`config.mk`:
```
export PLATFORM = sky130hd
export DESIGN_NAME = cache_dm_wt
export DESIGN_NICKNAME = d
export VERILOG_FILES = /design/src/rtl/cache_pkg.sv /design/src/rtl/cache_dm_line_ram.sv /design/src/rtl/cache_dm_wt.sv
export SDC_FILE = /design/constraint.sdc
export NUM_CORES = 2
export LEC_CHECK = 0
export BUFFER_PORTS_ARGS = -buffer_cell sky130_fd_sc_hd__buf_2
export CORE_MARGIN = 2
export CORE_UTILIZATION = 56
export CTS_CLUSTER_DIAMETER = 120
export DETAILED_ROUTE_END_ITERATION = 7
export GPL_ROUTABILITY_DRIVEN = 0
export PLACE_DENSITY_LB_ADDON = 0.1
export SLEW_MARGIN = 40
export SYNTH_ARGS = -nofsm -noshare
export SYNTH_HDL_FRONTEND = slang
export SYNTH_SLANG_ARGS = --single-unit
```
`constraint.sdc`:
```
create_clock -name clk -period 8.15 [get_ports clk]
set_input_delay 2.445 -clock clk [delete_from_list [all_inputs] [get_ports clk]]
set_output_delay 2.445 -clock clk [all_outputs]
set_load 0.02 [all_outputs]
```
`src/rtl/cache_pkg.sv`:
```
`default_nettype none
// ============================================================================
// Module   : cache_pkg
// Brief    : Shared state encoding and address-field width helpers for the
//            direct-mapped write-through cache.
// Revision : 1.0
// ============================================================================
package cache_pkg;

  localparam int c_BYTE_OFF_W = 2;

  typedef enum logic [1:0] {
    S_IDLE  = 2'd0,
    S_FILL  = 2'd1,
    S_WRITE = 2'd2
  } cache_state_t;

  function automatic int calc_off_w(input int words);
    return $clog2(words);
  endfunction

  function automatic int calc_idx_w(input int lines);
    return $clog2(lines);
  endfunction

  function automatic int calc_tag_w(input int addr_w, input int lines, input int words);
    return addr_w - c_BYTE_OFF_W - calc_off_w(words) - calc_idx_w(lines);
  endfunction

endpackage : cache_pkg
`default_nettype wire

```
`src/rtl/cache_dm_line_ram.sv`:
```
`default_nettype none
// ============================================================================
// Module   : cache_dm_line_ram
// Brief    : LINES x WORDS data array, one word write port and one
//            combinational word read port, addressed {idx, off}.
// Revision : 1.0
// ============================================================================
module cache_dm_line_ram #(
  parameter int LINES  = 8,
  parameter int WORDS  = 8,
  parameter int DATA_W = 32,
  localparam int c_AW  = $clog2(LINES * WORDS)
) (
  input  logic              clk,
  input  logic              i_we,
  input  logic [c_AW-1:0]   i_waddr,
  input  logic [DATA_W-1:0] i_wdata,
  input  logic [c_AW-1:0]   i_raddr,
  output logic [DATA_W-1:0] o_rdata
);

  logic [DATA_W-1:0] r_mem [LINES*WORDS];

  always_ff @(posedge clk) begin
    if (i_we) begin
      r_mem[i_waddr] <= i_wdata;
    end
  end

  assign o_rdata = r_mem[i_raddr];

endmodule : cache_dm_line_ram
`default_nettype wire

```
`src/rtl/cache_dm_wt.sv`:
```
`default_nettype none
// ============================================================================
// Module   : cache_dm_wt
// Brief    : Direct-mapped, write-through, no-write-allocate cache with a
//            ready-handshaked memory port and full-line refill.
//            Optional macro CACHE_DM_WT_STATS_EN adds stat_hits/stat_misses.
// Revision : 1.0
// ============================================================================
module cache_dm_wt
  import cache_pkg::*;
#(
  parameter int ADDR_W = 32,
  parameter int DATA_W = 32,
  parameter int LINES  = 8,
  parameter int WORDS  = 8
) (
  input  logic              clk,
  input  logic              rst,
  input  logic [ADDR_W-1:0] addr,
  input  logic              renable,
  input  logic              wenable,
  input  logic [DATA_W-1:0] wdata,
  output logic [DATA_W-1:0] rdata,
  output logic              hit,
  output logic              stall,
  output logic [ADDR_W-1:0] mem_addr,
  output logic              mem_renable,
  output logic              mem_wenable,
  output logic [DATA_W-1:0] mem_wdata,
  input  logic [DATA_W-1:0] mem_rdata,
`ifdef CACHE_DM_WT_STATS_EN
  output logic [31:0]       stat_hits,
  output logic [31:0]       stat_misses,
`endif
  input  logic              mem_ready
);

  localparam int c_OFF_W = calc_off_w(WORDS);
  localparam int c_IDX_W = calc_idx_w(LINES);
  localparam int c_TAG_W = calc_tag_w(ADDR_W, LINES, WORDS);
  localparam int c_RAM_AW = c_IDX_W + c_OFF_W;
  localparam logic [c_OFF_W-1:0] c_CNT_LAST = c_OFF_W'(WORDS - 1);

  cache_state_t r_state;
  cache_state_t w_state_nxt;
  logic [c_OFF_W-1:0] r_cnt;
  logic [LINES-1:0]   r_valid;
  logic [c_TAG_W-1:0] r_tag [LINES];

  logic [c_TAG_W-1:0] w_tag;
  logic [c_IDX_W-1:0] w_idx;
  logic [c_OFF_W-1:0] w_off;
  logic [ADDR_W-c_BYTE_OFF_W-c_OFF_W-1:0] w_line_base;
  logic               w_line_hit;
  logic               w_fill_start;
  logic               w_fill_done;
  logic               w_ram_we;
  logic [c_RAM_AW-1:0] w_ram_waddr;
  logic [DATA_W-1:0]  w_ram_wdata;
  logic [DATA_W-1:0]  w_ram_rdata;

  assign w_tag       = addr[ADDR_W-1 -: c_TAG_W];
  assign w_idx       = addr[c_BYTE_OFF_W+c_OFF_W +: c_IDX_W];
  assign w_off       = addr[c_BYTE_OFF_W +: c_OFF_W];
  assign w_line_base = addr[ADDR_W-1 : c_BYTE_OFF_W+c_OFF_W];

  assign w_line_hit = r_valid[w_idx] && (r_tag[w_idx] == w_tag);
  assign hit        = w_line_hit && (r_state == S_IDLE);
  assign rdata      = hit ? w_ram_rdata : '0;

  assign stall = (renable && !hit)
              || (wenable && ((r_state != S_WRITE) || !mem_ready))
              || (r_state == S_FILL);

  cache_dm_line_ram #(
    .LINES  (LINES),
    .WORDS  (WORDS),
    .DATA_W (DATA_W)
  ) u_line_ram (
    .clk     (clk),
    .i_we    (w_ram_we),
    .i_waddr (w_ram_waddr),
    .i_wdata (w_ram_wdata),
    .i_raddr ({w_idx, w_off}),
    .o_rdata (w_ram_rdata)
  );

  always_comb begin
    w_state_nxt  = r_state;
    mem_addr     = '0;
    mem_renable  = 1'b0;
    mem_wenable  = 1'b0;
    mem_wdata    = '0;
    w_ram_we     = 1'b0;
    w_ram_waddr  = {w_idx, w_off};
    w_ram_wdata  = wdata;
    w_fill_start = 1'b0;
    w_fill_done  = 1'b0;
    case (r_state)
      S_IDLE: begin
        // A simultaneous read and write is handled as a write only.
        if (wenable) begin
          w_state_nxt = S_WRITE;
        end else if (renable && !hit) begin
          w_state_nxt  = S_FILL;
          w_fill_start = 1'b1;
        end
      end
      S_FILL: begin
        mem_renable = 1'b1;
        mem_addr    = {w_line_base, r_cnt, 2'b00};
        w_ram_waddr = {w_idx, r_cnt};
        w_ram_wdata = mem_rdata;
        if (mem_ready) begin
          w_ram_we = 1'b1;
          if (r_cnt == c_CNT_LAST) begin
            w_fill_done = 1'b1;
            w_state_nxt = S_IDLE;
          end
        end
      end
      S_WRITE: begin
        mem_wenable = 1'b1;
        mem_addr    = addr;
        mem_wdata   = wdata;
        if (mem_ready) begin
          w_ram_we    = w_line_hit;
          w_state_nxt = S_IDLE;
        end
      end
      default: begin
        w_state_nxt = S_IDLE;
      end
    endcase
  end

  always_ff @(posedge clk) begin
    if (rst) begin
      r_state <= S_IDLE;
      r_cnt   <= '0;
      r_valid <= '0;
    end else begin
      r_state <= w_state_nxt;
      // The line stays invalid for the whole refill so partial data never hits.
      if (w_fill_start) begin
        r_cnt          <= '0;
        r_valid[w_idx] <= 1'b0;
      end else if ((r_state == S_FILL) && mem_ready) begin
        r_cnt <= r_cnt + c_OFF_W'(1);
      end
      if (w_fill_done) begin
        r_valid[w_idx] <= 1'b1;
      end
    end
  end

  always_ff @(posedge clk) begin
    if (!rst && w_fill_done) begin
      r_tag[w_idx] <= w_tag;
    end
  end

`ifdef CACHE_DM_WT_STATS_EN
  always_ff @(posedge clk) begin
    if (rst) begin
      stat_hits   <= '0;
      stat_misses <= '0;
    end else begin
      if ((r_state == S_IDLE) && renable && !wenable && hit) begin
        stat_hits <= stat_hits + 32'd1;
      end
      if (w_fill_start) begin
        stat_misses <= stat_misses + 32'd1;
      end
    end
  end
`endif

endmodule : cache_dm_wt
`default_nettype wire

```
Word level (Yosys, flattened, before mapping)
Memories as Yosys holds them, arrays and structs flattened.
Cells that the tools add are included.
- equal/unequal tests: 9
- order comparisons: 2
- bitwise gates (word level): 3
- divide/modulo/power cells: 0
- $add $sub $neg: 1
- shifts and indexed selects: 0
- muxes and demuxes: 33
- multiply operators: 0
- reduce and logical (&&, ||, !) cells: 16
- operator list (operator ; count):
    $mux W32 ; 3
    $pmux W32 S2 ; 1
    $eq A24 B24 Y1 ; 1
    $mux W8 ; 3
    $mux W1 ; 16
    $mux W2 ; 5
    $and A8 B8 Y8 ; 1
    $not A8 Y8 ; 1
    $or A8 B8 Y8 ; 1
    $logic_and A1 B1 Y1 ; 7
    $ne A2 B2 Y1 const B ; 3
    $pmux W2 S3 ; 1
    $lt A3 B4 Y1 const B ; 1
    $reduce_and A4 Y1 ; 1
    $add A3 B1 Y3 const B ; 1
    $bmux W1 S3 ; 1
    $demux W1 S3 ; 1
    $eq A3 B3 Y1 const B ; 1
    $ge A3 B1 Y1 const B ; 1
    $logic_not A1 Y1 ; 3
    $logic_or A1 B1 Y1 ; 3
    $mux W3 ; 1
    $ne A3 B2 Y1 const B ; 1
    $eq A2 B1 Y1 const B ; 1
    5 further kinds ; 5
- word-level logic and storage cells: 69
- memory bits (read-only): 0
- bits in registers: 13
- memory bits (writable): 2240
- input bits: 101
- memories kept: 2
- output and inout port bits: 100
- latch bits: 0
- memories (name ; words ; width ; rd ports ; clocked after memory_dff ; wr ports ; line ; RTL):
    u_line_ram.r_mem ; 64 ; 32 ; 1 ; 0 ; 1 ; cache_dm_line_ram.sv:22 ; logic [DATA_W-1:0] r_mem [LINES*WORDS];
    r_tag ; 8 ; 24 ; 1 ; 0 ; 1 ; cache_dm_wt.sv:48 ; logic [c_TAG_W-1:0] r_tag [LINES];

Longest topological paths before layout
- word-level depth: 13
- gate-level depth with buffers: 12
- gate-level depth less buffers: 8

By module
A second synthesis with hierarchy kept.
- cell total of the unflattened synthesis: 3973
- area total of the unflattened synthesis: 87531.4 sq um
- modules (own cells, without submodules) (module ; area each (sq um) ; times used ; cells an instance ; sequential area each (sq um)):
    cache_dm_line_ram ; 77874.7 ; 1 ; 3292 ; 61499.0
    cache_dm_wt ; 9656.8 ; 1 ; 681 ; 6025.8

Least setup slack after synthesis
No wires, ideal clock.
- path kind: input to register
- from: input addr[6]
- to: memory u_line_ram.r_mem[0][0] (enable)
- path buffers: 3
- stages on the path: 10
- library setup time: 0.502 ns
- arrival: 7.743 ns
- slack: -0.094 ns
- cell sequence: buf_2 -> clkbuf_1 -> mux4_2 -> mux2i_1 -> xor2_1 -> nand2_1 -> nor4_2 -> a41oi_4 -> buf_6 -> nor4_1
- longest elaborated chain between the ends: 7
- elaborated cells on any way between the ends: 9
- classes of those cells: eq/ne (1); mux (6); reduce/logical (1); memory (1)
- RTL lines (item ; line ; RTL):
    from (decl) ; cache_dm_wt.sv:19 ; input logic [ADDR_W-1:0] addr,
    $mem_v2 Z8 W24 or $bmux W1 S3 (tied branches) ; - ;
    $eq A24 B24 Y1 or $mux W1 (tied branches) ; cache_dm_wt.sv:67 ; assign w_line_hit = r_valid[w_idx] && (r_tag[w_idx] == w_tag);
    $logic_and A1 B1 Y1 ; cache_dm_wt.sv:67 ;
    $mux W1 ; cache_dm_wt.sv:126 ; if (mem_ready) begin
    $pmux W1 S2 ; cache_dm_wt.sv:99 ; case (r_state)
    $mux W1 ; cache_dm_line_ram.sv:25 ; if (i_we) begin
    $mux W1 (not written as such) ; cache_dm_line_ram.sv:26 ; r_mem[i_waddr] <= i_wdata;
    to (decl) ; cache_dm_line_ram.sv:22 ;
Several ways; a longest one is shown, not always the timed one. The select of a mux whose other input is x is not followed.

Worst setup path in the final report
- from: input addr[5]
- to: output rdata[27]
- longest elaborated chain between the ends: 5
- elaborated cells on any way between the ends: 8
- classes of those cells: eq/ne (1); mux (3); reduce/logical (2); memory (2)
- RTL lines (item ; line ; RTL):
    $mem_v2 Z8 W24 or $bmux W1 S3 (tied branches) ; - ;
    $eq A24 B24 Y1 or $mux W1 (tied branches) ; cache_dm_wt.sv:67 ;
    $logic_and A1 B1 Y1 ; cache_dm_wt.sv:67 ;
    $logic_and A1 B1 Y1 ; cache_dm_wt.sv:68 ; assign hit = w_line_hit && (r_state == S_IDLE);
    $mux W32 (*) ; cache_dm_wt.sv:69 ; assign rdata = hit ? w_ram_rdata : '0;
    to (decl) ; cache_dm_wt.sv:23 ; output logic [DATA_W-1:0] rdata,
Every way passes the cells marked *; elsewhere a longest branch is shown, timed or not. The select of a mux whose other input is x is not followed.

==> impl_metrics.json <==
{
  "drt-vias-per-instance": 6.59,
  "setup_ws_ns": 0.173,
  "fin_nets": 4345,
  "synth-main-ff-cell": "edfxtp_1",
  "drive_gt1_share_pct": 35.3,
  "endpoint_kind": "primary output",
  "setup_viol": 0,
  "fin_area_um2": 100000,
  "fin_skew_ns": 0.0278,
  "drt-total-wl_mm": 224,
  "min_period_over_period_pct": 97.9,
  "row_count": 145,
  "grt_pass1_wl_mm": 315,
  "crit_required_ns": 5.71,
  "critical_path.max_fanout": 20,
  "cp_slowest_cell": "mux4_2",
  "port_buffers": 200,
  "clkSinkCount": 2253,
  "hold_viol": 0,
  "boundaryPins": 201,
  "cp_common_cell": "buf_12",
  "cts_tree": "built",
  "antenna_found_initial": 11,
  "wl_per_cell_um": 34.6,
  "ys_types": 58,
  "hp-class": "flop to flop",
  "p_leak_nw": 32.3,
  "grt_usage_pct": 28.4,
  "worst_skew_pair.late_latency_ns": 0.86,
  "yosysSeqAreaShare_pct": 77.1,
  "ir_worst_vdd_mv": 0.242,
  "htree_num_levels": 4,
  "outcome": "finished clean",
  "grt_pass1_vias": 42000,
  "tns_ns": 0,
  "first_iter_violations": 5569,
  "ys_warn_count": 0,
  "maxCapViolations": 0,
  "place_area_um2": 93500,
  "ys_ff_latch": 2253,
  "yosys.area.top_type": "edfxtp_1",
  "die-area_um2": 160000,
  "grt_max_degree": 65,
  "core_area_um2": 156000,
  "die-height_um": 399,
  "multi_input_area_um2": 19600,
  "cp-start-kind": "primary input",
  "path_class": "primary input to primary output",
  "n_fill_cell": 10200,
  "dp_slack_ns": -0.0259,
  "power_density_nw_per_um2": 242,
  "finalCriticalPeriod_ns": 7.98,
  "vias": 42600,
  "synth_edf_count": 2240,
  "drt_pre_antenna_iters": 5,
  "rsz0062_at_grt": "false",
  "place_hpwl_mm": 130,
  "seq_area_um2": 67500,
  "drc_errors": 0,
  "area_growth_pct": 14.6,
  "synth_area_leaders": "edfxtp_1 (77%), mux4_2 (16%), mux2i_1 (1.7%)",
  "syn_area_um2": 87600,
  "fp.dieW_um": 399,
  "ant_nets": 0,
  "slew_headroom_pct": 40.1,
  "clockBufferDepth": 3,
  "grt-ovfl-total": 0,
  "cts_made_buffers": 219,
  "synth-async-reset-ratio_pct": 0,
  "clk_pin_slew_ns": 0.06,
  "netlist.area_leader.share_pct": 76.8,
  "worstPathCellList": "buf_8 > buf_6 > mux4_2 > mux2i_1 > xor2_1 > nand3_1 > nor4_4 > nand4_2 > buf_12 > clkinvlp_4 > buf_12 > and2_1 > buf_2",
  "root_buffer": "clkbuf_16",
  "synth.avg_cell_area_um2": 23.4,
  "synth_nets": 3843,
  "max_stage_delay_ns": 0.52,
  "start_util_pct": 56.2,
  "max_freq_mhz": 125,
  "tightest_slew_ns": 0.899,
  "syn_inst": 3737,
  "slew_viol_final": 0,
  "whs_ns": 0.531,
  "worstPathArrival_ns": 5.53
}
Yosys cell counts, types with 5 or more instances:
master and number:
ha_1 5, nor2b_1 9, mux4_2 631, buf_1 36, nand3b_1 6, nand2_1 39
o22ai_1 7, dfxtp_1 13, a21bo_2 5, mux2_2 39, a21oi_1 8, xor2_1 12
inv_1 8, buf_6 11, nor4_1 66, o21bai_1 8, edfxtp_1 2240, mux2i_1 151
and3_1 7, nand3_1 19, and2_1 81, nor2_1 26, buf_2 48, clkbuf_1 114
nand4_1 5, a41oi_1 8, a22oi_1 66, nor3_1 15, a211oi_1 9
worst max-delay path, delay by kind of cell:
family	cells	cell delay, ns
and+or+nand+nor	4	0.88
muxes	2	0.69
buffers and inverters	6	1.24
xor gates and xnor gates	1	0.24
timing repair:
action                                  in CTS  in global routing
cloned                                       0                  0
buffers inserted                             0                  1
gates resized for setup                      1                  5
endpoints found under the setup margin      12                 16
pin swaps                                    0                  1
hold buffers                                 0                  0
where the power goes:
part | leakage, nW | internal (mW) | switching [mW] | total [mW]
Sequential | 20.2 | 13.0 | 0.00311 | 13.0
Clock | 3.31 | 5.39 | 4.27 | 9.66
Combinational | 8.72 | 0.550 | 1.07 | 1.62
Total | 32.3 | 18.9 | 5.34 | 24.3
worst paths after layout:
path                              endpoint         from  depth (start not counted)  slack, ns
setup / recovery                 rdata[27]      addr[5]                         13       0.17
hold / removal                  r_valid[2]   r_valid[2]                          2       0.53
setup reg to reg  u_line_ram.r_mem[22][21]  r_tag[2][0]                         10       3.83
hold reg to reg                 r_valid[2]   r_valid[2]                          2       0.53
registers in the layout, indices dropped and copies added, names as in the netlist:
name and flops:
r_state 2, r_valid 8, u_line_ram.r_mem 2048, r_tag 192, r_cnt 3
cells by family after synthesis:
kind of cell | count (synthesis) | synth area share, %
xor+xnor | 13 | 0.130
fa+ha+maj | 5 | 0.0714
mux | 823 | 18.5
compound gates | 133 | 1.16
simple gates | 288 | 1.89
buf+inv | 222 | 1.15
flops | 2253 | 77.1
per-stage QoR:
stage,power (mW),utilization (%),std cells
6_report,24.3,64.4,6468
5_1_grt,25.0,64.4,6465
4_1_cts,24.4,64.4,6463
3_5_place_dp,14.9,60.0,6074
3_3_place_gp,14.8,59.9,6073
2_1_floorplan,14.2,-,3737
routing by layer:
layer  GRT usage (%)  wire length (um)
met5               0                13
met1            42.1             91000
met3            5.86             21200
met2            44.1            106000
met4            7.14              5180
area by class of cell:
cell class / count / share of cell area, %
Multi-Input combinational cell: 1262 / 19.6
Clock inverter: 124 / 1.14
Inverter: 8 / 0.0337
Antenna cell: 3 / 0.00748
Clock buffer: 265 / 5.65
Tap cell: 2058 / 2.57
Sequential cell: 2253 / 67.3
Timing Repair Buffer: 495 / 3.75
cell usage in the layout, fill, tap and decap left out, types with 8 or more instances in the layout:
| cell type | instances |
|---|---|
| a211oi_1 | 9 |
| a21oi_1 | 8 |
| a22oi_1 | 66 |
| a41oi_1 | 8 |
| and2_1 | 81 |
| buf_12 | 39 |
| buf_2 | 196 |
| buf_4 | 251 |
| bufinv_16 | 14 |
| clkbuf_1 | 44 |
| clkbuf_16 | 219 |
| clkinv_1 | 51 |
| clkinv_2 | 34 |
| clkinvlp_4 | 10 |
| dfxtp_1 | 13 |
| edfxtp_1 | 2240 |
| mux2_2 | 25 |
| mux2_4 | 14 |
| mux2i_1 | 151 |
| mux4_2 | 631 |
| nand2_1 | 38 |
| nand3_1 | 19 |
| nor2_1 | 21 |
| nor2b_1 | 9 |
| nor3_1 | 12 |
| nor4_2 | 65 |
| o21bai_1 | 8 |
| xor2_1 | 12 |
Power figures use the tool's default switching activity.
